$ cat src/rtl/sisc_mem_pkg.sv
// sisc_mem_pkg: shared state/owner encodings and default widths for the SISC memory arbiter
package sisc_mem_pkg;
  typedef enum logic [1:0] {IDLE = 2'd0, ISSUE = 2'd1, WAIT = 2'd2, RESP = 2'd3} state_t;
  localparam logic OWN_IF = 1'b0;
  localparam logic OWN_DM = 1'b1;
  localparam int DEF_AW = 16;
  localparam int DEF_DW = 32;
endpackage

$ cat src/rtl/sisc_arb_prio.sv
// sisc_arb_prio: data-first winner select with a streak counter that guarantees fetch a slot
module sisc_arb_prio
  import sisc_mem_pkg::*;
#(
  parameter int STARVE_MAX = 3
) (
  input  logic clk,
  input  logic rst,
  input  logic if_req,
  input  logic dm_req,
  input  logic decide,
  output logic win_dm
);
  localparam int SW = $clog2(STARVE_MAX + 1);
  logic [SW-1:0] streak;
  logic starved;
  always_comb begin
    starved = streak == SW'(STARVE_MAX);
    win_dm = dm_req && !(if_req && starved);
  end
  always_ff @(posedge clk) begin
    if (rst) streak <= '0;
    else if (decide) streak <= win_dm && if_req ? (starved ? streak : streak + SW'(1)) : '0;
  end
endmodule

$ cat src/rtl/sisc_mem_arb.sv
// sisc_mem_arb: single-port memory sequencer sharing one memory between fetch and data requesters
module sisc_mem_arb
  import sisc_mem_pkg::*;
#(
  parameter int AW = DEF_AW,
  parameter int DW = DEF_DW,
  parameter int MEM_LAT = 1,
  parameter int STARVE_MAX = 3
) (
  input  logic          clk,
  input  logic          rst,
  input  logic          if_req,
  input  logic [AW-1:0] if_addr,
  output logic          if_gnt,
  output logic          if_rvalid,
  output logic [DW-1:0] if_rdata,
  input  logic          dm_req,
  input  logic          dm_we,
  input  logic [AW-1:0] dm_addr,
  input  logic [DW-1:0] dm_wdata,
  output logic          dm_gnt,
  output logic          dm_done,
  output logic [DW-1:0] dm_rdata,
  output logic          mem_en,
  output logic          mem_we,
  output logic [AW-1:0] mem_addr,
  output logic [DW-1:0] mem_wdata,
  input  logic [DW-1:0] mem_rdata,
  output logic          busy
);
  state_t state, state_n;
  logic own, we_l, decide, win_dm;
  logic [1:0] lat;
  sisc_arb_prio #(.STARVE_MAX(STARVE_MAX)) u_prio (
    .clk(clk),
    .rst(rst),
    .if_req(if_req),
    .dm_req(dm_req),
    .decide(decide),
    .win_dm(win_dm)
  );
  always_comb begin
    decide = state == IDLE && (if_req || dm_req);
    state_n = state == IDLE ? (decide ? ISSUE : IDLE)
      : state == ISSUE ? (we_l ? RESP : WAIT)
      : state == WAIT ? (lat == '0 ? RESP : WAIT)
      : IDLE;
    mem_en = state == ISSUE;
    mem_we = mem_en && we_l;
    if_gnt = mem_en && own == OWN_IF;
    dm_gnt = mem_en && own == OWN_DM;
    if_rvalid = state == RESP && own == OWN_IF;
    dm_done = state == RESP && own == OWN_DM;
    busy = state != IDLE;
  end
  always_ff @(posedge clk) begin
    if (rst) begin
      state <= IDLE;
      own <= OWN_IF;
      we_l <= 1'b0;
      lat <= '0;
      mem_addr <= '0;
      mem_wdata <= '0;
      if_rdata <= '0;
      dm_rdata <= '0;
    end else begin
      state <= state_n;
      if (decide) begin
        own <= win_dm ? OWN_DM : OWN_IF;
        we_l <= win_dm && dm_we;
        mem_addr <= win_dm ? dm_addr : if_addr;
        if (win_dm) mem_wdata <= dm_wdata;
      end
      if (state == ISSUE) lat <= 2'(MEM_LAT - 1);
      else if (state == WAIT) lat <= lat - 2'd1;
      if (state == WAIT && lat == '0) begin
        if (own == OWN_DM) dm_rdata <= mem_rdata;
        else if_rdata <= mem_rdata;
      end
    end
  end
endmodule

$ cat config.mk
export PLATFORM = sky130hd
export DESIGN_NAME = sisc_mem_arb
export DESIGN_NICKNAME = d
export VERILOG_FILES = /design/src/rtl/sisc_mem_pkg.sv /design/src/rtl/sisc_arb_prio.sv /design/src/rtl/sisc_mem_arb.sv
export SDC_FILE = /design/constraint.sdc
export NUM_CORES = 1
export LEC_CHECK = 0
export CAP_MARGIN = 20
export CORE_MARGIN = 5
export CORE_UTILIZATION = 44
export DETAILED_ROUTE_END_ITERATION = 8
export GPL_ROUTABILITY_DRIVEN = 0
export GPL_TIMING_DRIVEN = 1
export PLACE_DENSITY = 0.89
export SYNTH_ARGS = -nofsm -noshare
export SYNTH_HDL_FRONTEND = slang
export SYNTH_SLANG_ARGS = --single-unit
$ cat constraint.sdc
create_clock -name clk -period 2.1 [get_ports clk]
set_input_delay 0.21 -clock clk [delete_from_list [all_inputs] [get_ports clk]]
set_output_delay 0.21 -clock clk [all_outputs]
set_load 0.005 [all_outputs]
==> metrics.txt <==
status completed; R2R cell count 6; Synth Register Bits between 100 and 150; sequential share of the synthesized area 0.519; Critical Path End Type primary output; final clock skew between 10 and 15 ps; vias per cell between 5 and 6; crit share post-route 0.943; Core Area around 0.010 sq mm; share of cells above drive strength 1 0.0839; Ports 220; TritonCTS sink count 120; Worst Max-Slew Pin Slew around 560 ps; drt total wl 15,000 um; CTS tree done; power share of the sequential group 0.404; Net count, final slightly below 900; CP dominant cell by count inv_1; Antenna Cells 0; Avg WL per Cell about 16 um; DRT antenna net count 0; largest net degree at the start of global routing 121; Vias roughly 4,800; worst setup margin between 100 and 150 ps; total track usage 0.228; die width ~110 um; Logic pwr share 0.137; first-pass GRT wire length between 20,000 and 25,000 um; CP Data Required Time 1890 ps; syn_nets roughly 670; Worst R2R Start state[0]; post-CTS setup buffer count 0; Lkg Pwr 0.00263 uW; Startpoint Class flip-flop; Critical path origin state[0]; slowest CP cell clkdlybuf4s50_1; Clock Tree Buf Depth 2; Setup TNS 0 ps; FF-to-FF setup slack around 420 ps; Starting DRT DRC Count approximately 350; vias in the first global route 4,943; CP delay by family, top buffers and inverters; Ys Warns 0; detailed placement HPWL 10,600 um; Clk pin slew, worst setup/hold paths 60 ps; num rows 37; RSZ-0062 raised after global routing false; clock latency on the worst-skew pair approximately 500 ps; WS Path Type flip-flop to primary output; r2r endpoint dm_rdata[17]; Worst path depth 4; CP arrival 1770 ps; PortBufs 219; sw frac 0.244; PwrDens 811 mW/mm^2; Clk pwr share 0.460; Distinct cells, synth 32; CTS Buf Count 17; DR pass1 iterations 5; slowest stage delay, CP about 500 ps; pre-CTS setup slack 206 ps; NetSw ~1500 uW; initial core utilization 0.450; CTS H-tree depth 4; worst hold path type input port to flip-flop; fmax 0.505 GHz; Root Driver clkbuf_8; Power Internal roughly 4600 uW; largest fanout on the critical path 6; Remaining DRCs 0; Max IR drop VDD between 0.0004 and 0.0005 V; total die area 0.0127 sq mm; Slew HR 0.629; area grow syn2layout 60.8%; cells along the critical path inv_1, ha_2, inv_1, clkdlybuf4s50_1; final hold violation count 0; final slew viol count 0; mean post-synth cell area slightly above 8 sq um; Post-Syn Area 0.00463 sq mm; initial antenna violation count 0; Die Ht around 110 um; Buf/Inv on CP 3; Final min period between 1500 and 2000 ps; final setup fails 0; Max-Cap Viols 0; Syn Inst Count between 500 and 600; global route overflow 0; Worst setup endpoint busy
## final cells by class
| class | count | area, sq um |
|---|---|---|
| Fill cell | 803 | 2830 |
| Clock buffer | 18 | 428 |
| Inverter | 5 | 18.8 |
| Multi-Input combinational cell | 389 | 1980 |
| Timing Repair Buffer | 230 | 2300 |
| Sequential cell | 120 | 2400 |
| Tap cell | 136 | 170 |
| Clock inverter | 13 | 145 |
## synthesized netlist by cell type
master / instances / area share
o21ai_0: 33 / 0.036
o21a_2: 1 / 0.0019
and3_1: 1 / 0.0014
a21bo_1: 1 / 0.0022
buf_4: 3 / 0.0049
dfxtp_1: 120 / 0.52
a21oi_1: 115 / 0.12
nand2_1: 146 / 0.12
inv_1: 5 / 0.0041
nand3b_1: 1 / 0.0016
o21ai_1: 1 / 0.0011
nand4_1: 1 / 0.0014
ha_1: 6 / 0.016
nor3_1: 1 / 0.0011
clkbuf_2: 3 / 0.0032
and3b_1: 2 / 0.0038
nor3b_1: 1 / 0.0016
buf_6: 3 / 0.0073
clkbuf_1: 19 / 0.015
a211oi_2: 16 / 0.043
a32oi_1: 1 / 0.0019
and2_1: 3 / 0.0041
buf_2: 19 / 0.021
a22oi_1: 1 / 0.0016
a21boi_4: 1 / 0.0041
nand4b_1: 1 / 0.0019
a2111oi_0: 1 / 0.0019
buf_1: 1 / 0.00081
nand3_1: 33 / 0.036
xnor2_1: 1 / 0.0019
nor2_1: 19 / 0.015
nor2b_1: 2 / 0.0027
## stage by stage
step / area (sq um) / utilization / hold WS [ps] / power, uW / instances
finish: 7440 / 0.724 / 286 / 6040 / 911
global route: 7440 / 0.724 / 277 / 6280 / 911
CTS: 7430 / 0.723 / 264 / 6080 / 911
detailed placement: 6860 / 0.667 / 448 / 3300 / 880
global placement: 6860 / 0.667 / 442 / 3270 / 880
floorplan: 4630 / - / 346 / 2820 / 562
## registers in the layout (all words and copies together), names as in the netlist
| signal | flops |
|---|---|
| own | 1 |
| lat | 2 |
| state | 2 |
| mem_wdata | 32 |
| if_rdata | 32 |
| u_prio.streak | 2 |
| we_l | 1 |
| dm_rdata | 32 |
| mem_addr | 16 |
## metal layers
layer | global-route usage | routed length [um] | up-vias
met4 | 0.110 | 500 | 0
met1 | 0.246 | 5620 | 2273
li1 | - | - | 2298
met2 | 0.405 | 7880 | 183
met3 | 0.0668 | 1030 | 34
met5 | 0 | 0 | -
## power by group through the flow
stage                     Clock [uW]  Combinational [uW]  Sequential (uW)
final                           2780                 827             2440
after global routing            2940                 890             2450
after CTS                       2820                 827             2440
after detailed placement           0                 821             2480
after global placement             0                 788             2480
after floorplan                    0                 332             2480
## how the worst min path moves through the flow
stage,start,cells after the start,endpoint,slack (ps)
detailed placement,if_rdata[9],2,if_rdata[9],450
floorplan,mem_rdata[0],2,dm_rdata[0],350
finish,dm_wdata[13],3,mem_wdata[13],290
CTS,dm_wdata[13],3,mem_wdata[13],260
global route,if_addr[12],3,mem_addr[12],280
global placement,if_rdata[3],2,if_rdata[3],440
## cell usage in the layout (no fill, tap or decap), types with 2 or more instances in the layout
master             n
clkdlybuf4s50_1  218
ha_1               4
nor2_1            19
clkinv_2           3
buf_4             10
inv_6              4
a21oi_1          115
nand3_1           33
inv_1              4
nand2_1          146
and2_1             3
clkinv_4           4
clkbuf_16         16
a211oi_2          16
bufinv_16          2
buf_12             2
nor2b_1            2
clkbuf_8           2
o21ai_0           33
and3b_1            2
dfxtp_1          119
## cell families (layout without fill, tap and decap cells)
group                    count (synthesis)  after routing  share of synthesized area
AND/OR/NAND/NOR                        211            211                      0.189
adder cells (fa/ha/maj)                  6              6                     0.0162
buffers and inverters                   53            266                     0.0562
flip-flops                             120            120                      0.519
XOR/XNOR                                 1              1                    0.00189
AO/OA/AOI/OAI                          171            171                      0.218
## what timing repair did
action	in CTS	in global routing
setup endpoints to repair	1	3
hold buffers	0	0
resized for setup	2	3
## worst register-to-register path: cells and delay by family, from the launching register on
family	cells	cell delay [ps]
compound gates	1	200
fa+ha+maj	1	290
buf+inv	2	430
flops	1	340
simple gates	2	340
(Power assumes the default switching activity.)
